--- src/rtl/ahb_lite_manager.sv ---
// AHB-Lite manager: queued single transfers, pipelined address/data phases.
// Optional AHB_MGR_ERR_FLUSH_EN: flush the queue with error responses after a bus error.
module ahb_lite_manager #(
  parameter int QDEPTH = 4,
  parameter int AW     = 4
) (
  input  logic          clk,
  input  logic          rst,
  input  logic          cmd_valid,
  output logic          cmd_ready,
  input  logic          cmd_write,
  input  logic [AW-1:0] cmd_addr,
  input  logic [2:0]    cmd_size,
  input  logic [31:0]   cmd_wdata,
  output logic          rsp_valid,
  output logic [31:0]   rsp_rdata,
  output logic          rsp_error,
  output logic          hsel,
  output logic [AW-1:0] haddr,
  output logic [1:0]    htrans,
  output logic          hwrite,
  output logic [2:0]    hsize,
  output logic [2:0]    hburst,
  output logic [31:0]   hwdata,
  input  logic          hready,
  input  logic [31:0]   hrdata,
  input  logic          hresp
);
  localparam int PW = $clog2(QDEPTH);
  localparam int CW = PW + 1;
`ifdef AHB_MGR_ERR_FLUSH_EN
  localparam bit FLUSH = 1'b1;
`else
  localparam bit FLUSH = 1'b0;
`endif
  localparam logic [1:0] T_IDLE = 2'b00;
  localparam logic [1:0] T_NSEQ = 2'b10;

  typedef struct packed {
    logic          write;
    logic [AW-1:0] addr;
    logic [2:0]    size;
    logic [31:0]   wdata;
  } cmd_t;

  typedef enum logic [2:0] {
    IDLE, ADDR, DATA, ERR1, ERR2
  } state_t;

  state_t        state;
  cmd_t          mem [QDEPTH];
  cmd_t          cmd_in;
  cmd_t          cand;
  logic [PW-1:0] wr_ptr;
  logic [PW-1:0] rd_ptr;
  logic [PW-1:0] cand_idx;
  logic [CW-1:0] count;
  logic          push;
  logic          pop;
  logic          adv;
  logic          a_vld;
  logic          cand_ok;
  logic          head_bad;
  logic          ld;
  logic          a_drop;
  logic          d_write;
  logic [31:0]   a_wdata;

  function automatic logic legal(input cmd_t c);
    unique case (c.size)
      3'd0:    return 1'b1;
      3'd1:    return ~c.addr[0];
      3'd2:    return c.addr[1:0] == 2'b00;
      default: return 1'b0;
    endcase
  endfunction

  assign cmd_in    = {cmd_write, cmd_addr, cmd_size, cmd_wdata};
  assign cmd_ready = (count < CW'(QDEPTH)) && !(FLUSH && state == ERR2);
  assign push      = cmd_valid & cmd_ready;
  assign a_vld     = htrans[1];
  assign hsel      = htrans[1];
  assign hburst    = 3'b000;

  // The address-phase command stays queued until it reaches the data phase,
  // so a cancelled address phase simply reissues from the head.
  assign adv      = a_vld & hready & (state == ADDR || state == DATA);
  assign cand_idx = rd_ptr + PW'(adv);
  assign cand     = mem[cand_idx];
  assign cand_ok  = (count > CW'(adv)) && legal(cand);
  assign head_bad = (count != '0) && !legal(mem[rd_ptr]);

  always_comb begin
    pop    = 1'b0;
    ld     = 1'b0;
    a_drop = 1'b0;
    unique case (state)
      IDLE: begin
        pop = head_bad;
        ld  = cand_ok;
      end
      ADDR, DATA: begin
        pop = adv;
        if (hready) begin
          ld     = cand_ok;
          a_drop = 1'b1;
        end else if (state == DATA && hresp) begin
          a_drop = 1'b1;
        end else if (!a_vld) begin
          ld = cand_ok;
        end
      end
      ERR2: begin
        pop = FLUSH ? (count != '0) : head_bad;
        ld  = !FLUSH && cand_ok;
      end
      default: ;
    endcase
  end

  always_ff @(posedge clk) begin
    if (push) mem[wr_ptr] <= cmd_in;
  end

  always_ff @(posedge clk or posedge rst) begin
    if (rst) begin
      wr_ptr <= '0;
      rd_ptr <= '0;
      count  <= '0;
    end else begin
      if (push) wr_ptr <= wr_ptr + PW'(1);
      if (pop)  rd_ptr <= rd_ptr + PW'(1);
      count <= count + CW'(push) - CW'(pop);
    end
  end

  always_ff @(posedge clk or posedge rst) begin
    if (rst) begin
      htrans  <= T_IDLE;
      haddr   <= '0;
      hwrite  <= 1'b0;
      hsize   <= 3'd0;
      a_wdata <= '0;
    end else if (ld) begin
      htrans  <= T_NSEQ;
      haddr   <= cand.addr;
      hwrite  <= cand.write;
      hsize   <= cand.size;
      a_wdata <= cand.wdata;
    end else if (a_drop) begin
      htrans  <= T_IDLE;
    end
  end

  always_ff @(posedge clk or posedge rst) begin
    if (rst) begin
      state     <= IDLE;
      d_write   <= 1'b0;
      hwdata    <= '0;
      rsp_valid <= 1'b0;
      rsp_error <= 1'b0;
      rsp_rdata <= '0;
    end else begin
      rsp_valid <= 1'b0;
      rsp_error <= 1'b0;
      rsp_rdata <= '0;
      unique case (state)
        IDLE: begin
          if (cand_ok) begin
            state <= ADDR;
          end else if (head_bad) begin
            rsp_valid <= 1'b1;
            rsp_error <= 1'b1;
          end
        end
        ADDR: begin
          if (hready) begin
            d_write <= hwrite;
            hwdata  <= a_wdata;
            state   <= DATA;
          end
        end
        DATA: begin
          if (hready) begin
            rsp_valid <= 1'b1;
            rsp_error <= hresp;
            if (!d_write && !hresp) rsp_rdata <= hrdata;
            if (a_vld) begin
              d_write <= hwrite;
              hwdata  <= a_wdata;
            end else begin
              state <= cand_ok ? ADDR : IDLE;
            end
          end else if (hresp) begin
            state <= ERR1;
          end
        end
        ERR1: begin
          if (hready) begin
            rsp_valid <= 1'b1;
            rsp_error <= 1'b1;
            state     <= ERR2;
          end
        end
        ERR2: begin
          if (FLUSH) begin
            if (count != '0) begin
              rsp_valid <= 1'b1;
              rsp_error <= 1'b1;
            end else begin
              state <= IDLE;
            end
          end else if (cand_ok) begin
            state <= ADDR;
          end else begin
            state <= IDLE;
            if (head_bad) begin
              rsp_valid <= 1'b1;
              rsp_error <= 1'b1;
            end
          end
        end
        default: state <= IDLE;
      endcase
    end
  end

endmodule

--- config.mk ---
export PLATFORM = sky130hd
export DESIGN_NAME = ahb_lite_manager
export DESIGN_NICKNAME = d
export VERILOG_FILES = /design/src/rtl/ahb_lite_manager.sv
export SDC_FILE = /design/constraint.sdc
export NUM_CORES = 1
export LEC_CHECK = 0
export CAP_MARGIN = 20
export CORE_ASPECT_RATIO = 1.75
export CORE_UTILIZATION = 55
export DETAILED_ROUTE_END_ITERATION = 6
export DONT_BUFFER_PORTS = 1
export GPL_TIMING_DRIVEN = 0
export PLACE_DENSITY = 0.69
export SLEW_MARGIN = 20
export SYNTH_ARGS = -nofsm -noshare
export SYNTH_HDL_FRONTEND = slang
export SYNTH_SLANG_ARGS = --single-unit
--- constraint.sdc ---
create_clock -name clk -period 5.7 [get_ports clk]
set_clock_uncertainty 0.2 [all_clocks]
set_input_delay 1.14 -clock clk [delete_from_list [all_inputs] [get_ports clk]]
set_output_delay 1.14 -clock clk [all_outputs]
set_load 0.03 [all_outputs]
==> flow_summary.json <==
{
  "run_status": "finished clean",
  "slew_headroom_pct": 45.7,
  "arrival_ns": 3.77,
  "die_w_um": 108,
  "coreArea_sq_um": 19100,
  "detail_route.wirelength_mm": 20.1,
  "clockRootBuffer": "clkbuf_16",
  "worstReg2RegEnd": "a_wdata[3]",
  "finalCritPeriodShare_pct": 62.6,
  "worstSetupStartpointType": "input pin",
  "crit_type": "in2reg",
  "hp-start": "a_wdata[4]",
  "drc": 0,
  "die_h_um": 187,
  "synthTopCellsByArea": "edfxtp_1, dfrtp_1, mux4_2",
  "hold_viol": 0,
  "cellLeakagePower_nw": 4.45,
  "p_int_mw": 4.66,
  "htreeDepth": 1,
  "p_comb_share_pct": 30.7,
  "cts_buffers": 25,
  "cts_hold_buf": 0,
  "avgRoutedWirePerCell_um": 22.9,
  "first_pass_iters": 4,
  "r2r_slack_ns": 2.20,
  "power_frac_clock_pct": 23.0,
  "grt_pass1_wl_mm": 31.5,
  "slew_violations": 0,
  "antenna_found_initial": 0,
  "required_ns": 5.90,
  "worst_pin_slew_ns": 0.812,
  "seqPwrFrac_pct": 46.3,
  "syn-cell-area_sq_um": 10700,
  "cts_resized": 0,
  "final_core_util_pct": 62.2,
  "fmax_mhz": 280,
  "cp-end-kind": "flip-flop",
  "io_pins": 158,
  "min_path_type": "reg2reg",
  "crit_path_end": "a_wdata[3]",
  "first_global_vias": 5736,
  "dieArea_sq_um": 20100,
  "clock_latency_ns": 0.52,
  "synthArstFlopShare_pct": 42.4,
  "cap_violations": 0,
  "clock_sinks": 278,
  "gp_congestion": 0.791,
  "yosysTopAreaCellShare_pct": 44.7,
  "rows": 67,
  "area_delta_synth_final_pct": 10.7,
  "reg2reg_depth": 7,
  "nets": 706,
  "swShare_pct": 33.5,
  "dpl.cell_count": 835,
  "rsz0062_at_grt": "no",
  "synth_enable_flop_cells": 160,
  "place_hpwl_mm": 13.2,
  "antenna_cells": 0,
  "vdd.ir_drop.worst_mv": 0.349,
  "startpoint": "hready",
  "synth.avg_cell_area_sq_um": 18.2,
  "timing.final.crit_period_ns": 3.57,
  "ys_seq_area_share_pct": 72.2,
  "crit_fanout": 10,
  "drive_gt1_share_pct": 26.1,
  "n_fill_cell": 1383,
  "grt_start_max_net_pins": 73,
  "synth.distinct_cells": 48,
  "grt.overflow.total": 0,
  "holdPathStages": 1,
  "synthFlopType": "edfxtp_1",
  "clockBufferDepth": 3,
  "layout_common_cells": "edfxtp_1, dfrtp_1, mux2_2",
  "layout_commonest_cell": "edfxtp_1",
  "vias": 5214,
  "vias_per_cell": 5.93,
  "initial_core_util_pct": 56.2,
  "grtUsageTotal_pct": 21.0,
  "cts_tree": "built",
  "power.density_nw_per_um2": 590,
  "ys_ff_latch": 278,
  "instances_no_fill": 880,
  "first_iter_violations": 330,
  "antenna_left": 0,
  "yosysWarnings": 0,
  "syn_inst": 590,
  "p_sw_mw": 2.35,
  "cts.reportedPaths.clkPinSlew_ns": 0.06,
  "numPortBuffers": 0,
  "synth.largest_area_cell": "edfxtp_1",
  "cts_setup_buffers": 0,
  "finalSetupViolCount": 0,
  "r2r_start": "htrans[1]"
}
[registers in the layout (all words and copies together), names as in the netlist, 2 cells and up]
| name | cells |
|---|---|
| hwdata | 32 |
| a_wdata | 32 |
| rd_ptr | 2 |
| mem | 160 |
| state | 3 |
| rsp_rdata | 32 |
| haddr | 4 |
| hsize | 3 |
| wr_ptr | 2 |
| count | 3 |
[cells by family after synthesis]
kind of cell | Yosys count | share of synthesized area [%]
buffers and inverters | 40 | 1.96
adder cells (fa/ha/maj) | 8 | 1.00
AO/OA/AOI/OAI | 46 | 2.88
XOR/XNOR | 8 | 0.827
multiplexers | 112 | 16.0
AND/OR/NAND/NOR | 97 | 5.07
other | 1 | 0.0349
flip-flops | 278 | 72.2
[power groups by stage]
| stage | Combinational (mW) | Sequential [mW] | Clock [mW] |
|---|---|---|---|
| after global placement | 2.12 | 3.27 | 0 |
| after detailed placement | 2.20 | 3.29 | 0 |
| after global routing | 2.38 | 3.30 | 1.73 |
| after CTS | 2.21 | 3.25 | 1.65 |
| final | 2.15 | 3.24 | 1.62 |
| after floorplan | 1.75 | 3.18 | 0 |
[metal layers]
| metal | wire, um | track usage (%) | vias up |
|---|---|---|---|
| met2 | 11200 | 39.0 | 207 |
| met4 | 653 | 7.90 | 0 |
| met3 | 1470 | 5.30 | 47 |
| li1 | - | - | 2281 |
| met1 | 6810 | 22.2 | 2679 |
| met5 | 0 | 0 | - |
[through the flow]
stage	TNS [ns]	power (mW)	hold slack (ns)	area (sq um)	setup slack, ns
after floorplan	0	4.93	0.252	10800	1.23
after global placement	-8.34	5.39	0.263	11100	-0.0771
after detailed placement	0	5.49	0.273	11100	1.51
after CTS	0	7.11	0.287	11900	2.06
after global routing	0	7.40	0.315	11900	1.85
final	0	7.01	0.284	11900	2.13
[worst min-delay path by stage]
stage,slack [ns],endpoint
6_report,0.28,a_wdata[4]
5_1_grt,0.32,a_wdata[4]
4_1_cts,0.29,a_wdata[6]
3_5_place_dp,0.27,a_wdata[6]
3_3_place_gp,0.26,a_wdata[1]
2_1_floorplan,0.25,a_wdata[0]
[layout make-up]
type / instances / area (sq um) / area share (%)
timing repair buffer: 1 / 27.5 / 0.231
clock inverter: 18 / 149 / 1.25
inverter: 10 / 42.5 / 0.358
buffer: 30 / 173 / 1.45
clock buffer: 27 / 643 / 5.41
tap: 241 / 302 / 2.54
sequential: 278 / 7760 / 65.2
multi-input combinational: 275 / 2800 / 23.5
[cells in the mapped netlist, types with 6 or more instances]
cell	instances
and2_1	37
edfxtp_1	160
nor3_1	6
dfrtp_1	118
nor2b_1	9
buf_4	8
nand2b_1	6
nor2_1	6
buf_2	9
inv_1	10
mux4_2	41
nand2_1	22
a21oi_1	11
clkbuf_1	11
o21ai_0	9
ha_1	7
mux2_1	12
mux2_2	59
[critical path: stages]
cell and delay [ns]:
buf_2 0.16, nand3b_1 0.31, nor2_4 0.32, nand2_1 0.10
xor2_1 0.65, buf_2 0.41, mux4_2 0.36, mux2_1 0.30
Power figures use the tool's default switching activity.
==> patch 1, RTL diff (same flow settings) <==
Make the reset (`rst`) synchronous in 3 clocked blocks.
--- a/src/rtl/ahb_lite_manager.sv
+++ b/src/rtl/ahb_lite_manager.sv
@@ -123,5 +123,5 @@
   end
 
-  always_ff @(posedge clk or posedge rst) begin
+  always_ff @(posedge clk) begin
     if (rst) begin
       wr_ptr <= '0;
@@ -135,5 +135,5 @@
   end
 
-  always_ff @(posedge clk or posedge rst) begin
+  always_ff @(posedge clk) begin
     if (rst) begin
       htrans  <= T_IDLE;
@@ -153,5 +153,5 @@
   end
 
-  always_ff @(posedge clk or posedge rst) begin
+  always_ff @(posedge clk) begin
     if (rst) begin
       state     <= IDLE;
Behaviour: differs if rst is asserted again (counterexample within 4 cycles, from zero or initial values and one cycle with rst high); with rst held inactive, the same outputs for 4 cycles.
==> patch 1 against the original RTL <==
  * Cell count grew 67%
  * Area after synthesis rose by 14%
  * Wire length grew 64%
  * Count of clock-buffer cells in the layout fell by 1
  * Worst setup slack lost 0.47 ns
  * Sequential cell count rose by 2
  * Cell area grew 13%
  * Core utilization down 0.22 points
  * Critical path depth rose by 4
  * Power decreased by 14%
  * Largest cell class unchanged
==> patch 1: results (changes against the original RTL) <==
ys_seq_area_share_pct: 58.76  # was 72.20%
reg2reg_depth: 12  # was 7
outcome: "finished, final reports clean"  # unchanged
dpl_cell_area_mm2: 0.01266  # was 0.01110 mm²
slew_headroom_pct: 36.73  # was 45.69%
synthesis.instances: 1134  # was 590
cp_slowest_stage_delay_ns: 0.52  # was 0.65 ns
crit_slowest_cell: "clkbuf_1"  # was xor2_1
r2r_slack_ns: 1.67  # was 2.20 ns
met2_length_mm: 17.01  # was 11.19 mm
dr_wl_met3_mm: 2.695  # was 1.472 mm
netlist_top_cells_count: "nor3_1, edfxtp_1, dfxtp_1"  # was edfxtp_1, dfrtp_1, mux2_2
crit_arrival_ns: 4.26  # was 3.77 ns
synth_cell_types: 53  # was 48
power_switching_mw: 2.212  # was 2.352 mW
hold_depth: 2  # was 1
hp-start: "a_wdata[0]"  # was a_wdata[4]
rr_endpoint: "count[2]"  # was a_wdata[3]
cp_top_family: "buffers and inverters"  # was simple AND/OR/NAND/NOR gates
first_iter_violations: 813  # was 330
dpl.hpwl_mm: 22.81  # was 13.24 mm
insertion_delay_ns: 0.55  # was 0.52 ns
r2r_start: "htrans[1]"  # unchanged
final_nets: 1249  # was 706
vias_per_cell: 6.433  # was 5.925
top_layer_used: "met4"  # unchanged
grt_max_degree: 41  # was 73
grt_pass1_vias: 9417  # was 5736
drt-met1-wl_mm: 11.77  # was 6.813 mm
dr.pass1.iters: 5  # was 4
## patch 1: cell count changes after synthesis, moves of 49 or more
cell and delta:
nand2_1 +49, nor4_1 +71, dfrtp_1 -118, mux2_2 -56
clkbuf_1 +70, nor3_1 +279, dfxtp_1 +120
## patch 1: per-stage QoR
stage	setup WS (ns)	util [%]	hold slack [ns]
after floorplan	1.987	-	0.2324
after global placement	1.211	58.32	0.2432
after detailed placement	1.162	58.39	0.2467
after CTS	1.732	61.99	0.2558
after global routing	1.595	61.99	0.2823
final	1.658	61.99	0.2538
## patch 1: power by group through the flow
stage	combinational, mW	clock, mW	sequential [mW]
2_1_floorplan	1.28	0	2.61
4_1_cts	1.76	1.65	2.60
5_1_grt	1.91	1.73	2.63
3_3_place_gp	1.72	0	2.65
3_5_place_dp	1.75	0	2.65
6_report	1.78	1.64	2.61
## patch 1: area by class of cell
type                            count  area [µm²]
Clock inverter                     18       151.4
Sequential cell                   280        7207
Inverter                           10       37.54
Fill cell                        1837        8238
Buffer                            113       503.0
Tap cell                          292       365.4
Multi-Input combinational cell    734        4544
Clock buffer                       26       629.4
## patch 1: how the worst max path moves through the flow
stage	from	end	slack, ns	depth (start not counted)
final	hready	count[2]	1.66	12
after CTS	hready	count[2]	1.73	12
after global placement	hready	count[2]	1.21	12
after floorplan	hready	count[2]	1.99	12
after detailed placement	hready	count[2]	1.16	12
after global routing	htrans[1]	count[2]	1.59	12
## patch 1: logic make-up after synthesis
group / count (synthesis) / synth area share, %
and+or+nand+nor: 592 / 25.63
adders and majority gates: 8 / 0.8773
xor gates and xnor gates: 5 / 0.3571
buffers and inverters: 123 / 4.407
muxes: 15 / 1.969
DFF: 280 / 58.76
other: 1 / 0.03058
AOI/OAI and AO/OA: 110 / 7.968
## patch 1: routing by layer
layer | vias up | global-route usage (%)
li1 | 4297 | -
met1 | 4504 | 31.00
met2 | 569 | 52.95
met3 | 106 | 6.066
met4 | 0 | 15.97
met5 | - | 0
## patch 1: worst min-delay path, delay by kind of cell, from the launching register on
kind               cells  cell delay [ns]
and+or+nand+nor        1             0.05
DFF                    1             0.31
AOI/OAI and AO/OA      1             0.05
==> patch 2, RTL diff (config.mk and constraints unchanged) <==
Made on the original files. Add a define of `AHB_MGR_ERR_FLUSH_EN`.
--- a/src/rtl/ahb_lite_manager.sv
+++ b/src/rtl/ahb_lite_manager.sv
@@ -1,4 +1,6 @@
 // AHB-Lite manager: queued single transfers, pipelined address/data phases.
 // Optional AHB_MGR_ERR_FLUSH_EN: flush the queue with error responses after a bus error.
+`define AHB_MGR_ERR_FLUSH_EN
+
 module ahb_lite_manager #(
   parameter int QDEPTH = 4,
Formal check against the unedited RTL: not equivalent (a bounded check fails within 10 cycles, from zero or initial values and one cycle with rst high).
==> patch 2 against the original RTL <==
  * Sequential cell count unchanged
  * Power up 2.1%
  * Synthesized cell count down 4.6%
  * Count of clock-buffer cells in the layout up 7
  * Register-to-register slack worse by 0.12 ns
  * Worst setup slack worse by 0.051 ns
  * Wire length down 5.2%
  * Cell area up 0.69%
  * Core utilization up 0.16 points
  * Worst hold slack worse by 0.0027 ns
  * Die area up 0.83%
  * Sequential power about the same
  * Area after synthesis up 0.85%
  * Via count down 3.0%
  * Critical endpoint is now a_wdata[16]
  * Highest routed layer unchanged
==> patch 2: results (changes against the original RTL) <==
synth_compound_area_share_pct: 2.148  # was 2.876%
io_buffers: 0  # unchanged
grt_pass1_vias: 5501  # was 5736
worst_pin_slew_ns: 1.056  # was 0.8119 ns
first_iter_violations: 191  # was 330
synth_cell_types: 41  # was 48
crit_arrival_ns: 3.83  # was 3.77 ns
ys_seq_area_share_pct: 71.59  # was 72.20%
vias_per_cell: 5.939  # was 5.925
hp-class: "input pin to async pin"  # was flip-flop to flip-flop
startpoint: "htrans[1]"  # was hready
regMostFlops: "mem"  # unchanged
cp_top_family: "buffers and inverters"  # was simple AND/OR/NAND/NOR gates
p_leak_nw: 4.613  # was 4.447 nW
clockRootBuffer: "clkbuf_16"  # unchanged
dpl.hpwl_mm: 12.19  # was 13.24 mm
insertion_delay_ns: 0.52  # about the same
cts_made_buffers: 24  # was 25
swShare_pct: 32.32  # was 33.54%
cts-htree-levels: 1  # unchanged
globalRoute.totalOverflow: 0  # unchanged
drive_gt1_share_pct: 30.28  # was 26.13%
cts_buffer_depth: 3  # unchanged
dp_slack_ns: 1.728  # was 1.512 ns
grt_max_degree: 77  # was 73
synth-warning-count: 0  # unchanged
outcome: "finished, final reports clean"  # unchanged
yosys.cell_count.top_type: "edfxtp_1"  # unchanged
clk_pin_slew_ns: 0.06  # about the same
largest_register_ffs: 160  # unchanged
synth_edf_count: 160  # unchanged
cts_setup_buffers: 0  # unchanged
post_cts_resized: 0  # unchanged
async_reset_ff_share_pct: 42.45  # unchanged
grt_pass1_wl_mm: 29.66  # was 31.45 mm
netlist_top_cells_area: "edfxtp_1, dfrtp_1, mux4_2"  # unchanged
synth_fa_ha_area_share_pct: 0.9931  # was 1.002%
grt_usage_pct: 19.48  # was 20.99%
cp_slowest_stage_delay_ns: 0.68  # was 0.65 ns
cts_tree: "done"  # unchanged
vias: 5060  # was 5214
dpl_cell_area_mm2: 0.01121  # was 0.01110 mm²
synth.avg_cell_area_um2: 19.25  # was 18.21 µm²
synth.area.mux_share_pct: 18.57  # was 16.04%
netlist_top_cells_count: "edfxtp_1, dfrtp_1, mux4_2"  # was edfxtp_1, dfrtp_1, mux2_2
final_nets: 678  # was 706
crit_slowest_cell: "xor2_1"  # unchanged
cp_max_fo: 10  # unchanged
peakVddDrop_mv: 0.3382  # was 0.3489 mV
wl_mm: 19.09  # was 20.13 mm
gp_congestion: 0.8279  # was 0.7905
synth-xor-area-share_pct: 0.7159  # was 0.8268%
dr.pass1.iters: 4  # unchanged
placed_cells: 808  # was 835
fillers: 1358  # was 1383
==> patch 2: cell types whose count changed after synthesis, sizes merged, moves of 4 or more <==
cell	unedited run	this run
nand2b	6	2
nand2	22	12
mux2	71	76
nor2b	9	1
o21bai	0	4
mux4	41	45
==> patch 2: worst paths after layout <==
kind | endpoint | slack [ns] | cells after the start
worst min-delay path | rsp_rdata[13] | 0.28 | 1
worst min register to register | a_wdata[0] | 0.31 | 1
min in group clk | a_wdata[0] | 0.31 | 1
worst max register to register | a_wdata[16] | 2.08 | 8
worst max-delay path | a_wdata[16] | 2.08 | 8
max in group asynchronous | a_wdata[20] | 4.30 | 2
==> patch 2: per-stage QoR <==
step           hold slack [ns]  util, %  total power, mW
2_1_floorplan           0.2757        -            5.155
3_3_place_gp            0.2892    58.07            5.578
3_5_place_dp            0.2930    58.38            5.694
4_1_cts                 0.2771    62.37            7.266
5_1_grt                 0.2941    62.37            7.540
6_report                0.2812    62.37            7.160
==> patch 2: power groups by stage <==
stage               logic [mW]  registers [mW]  clock network [mW]
finish                    2.35            3.25                1.57
global route              2.56            3.30                1.68
CTS                       2.41            3.25                1.60
detailed placement        2.40            3.29                   0
global placement          2.30            3.28                   0
floorplan                 1.98            3.18                   0
==> patch 2: cells by family after synthesis <==
family | count (synthesis)
AOI/OAI and AO/OA | 36
muxes | 121
other | 1
adders and majority gates | 8
xor gates and xnor gates | 8
and+or+nand+nor | 71
DFF | 278
buffers and inverters | 40
==> patch 2: layer usage <==
metal,global-route usage (%),part of all wire (%),vias up
met2,35.94,54,195
met1,20.87,35,2646
met3,5.109,7.7,39
li1,-,-,2180
met5,0,0,-
met4,6.955,3.0,0
==> patch 2: cell type report <==
| class | instances | area [µm²] | area share, % |
|---|---|---|---|
| Tap cell | 241 | 301.5 | 2.518 |
| Inverter | 12 | 50.05 | 0.4180 |
| Timing Repair Buffer | 1 | 27.53 | 0.2299 |
| Clock inverter | 10 | 80.08 | 0.6688 |
| Buffer | 28 | 191.4 | 1.599 |
| Sequential cell | 278 | 7757 | 64.79 |
| Clock buffer | 34 | 685.7 | 5.726 |
| Multi-Input combinational cell | 248 | 2880 | 24.05 |
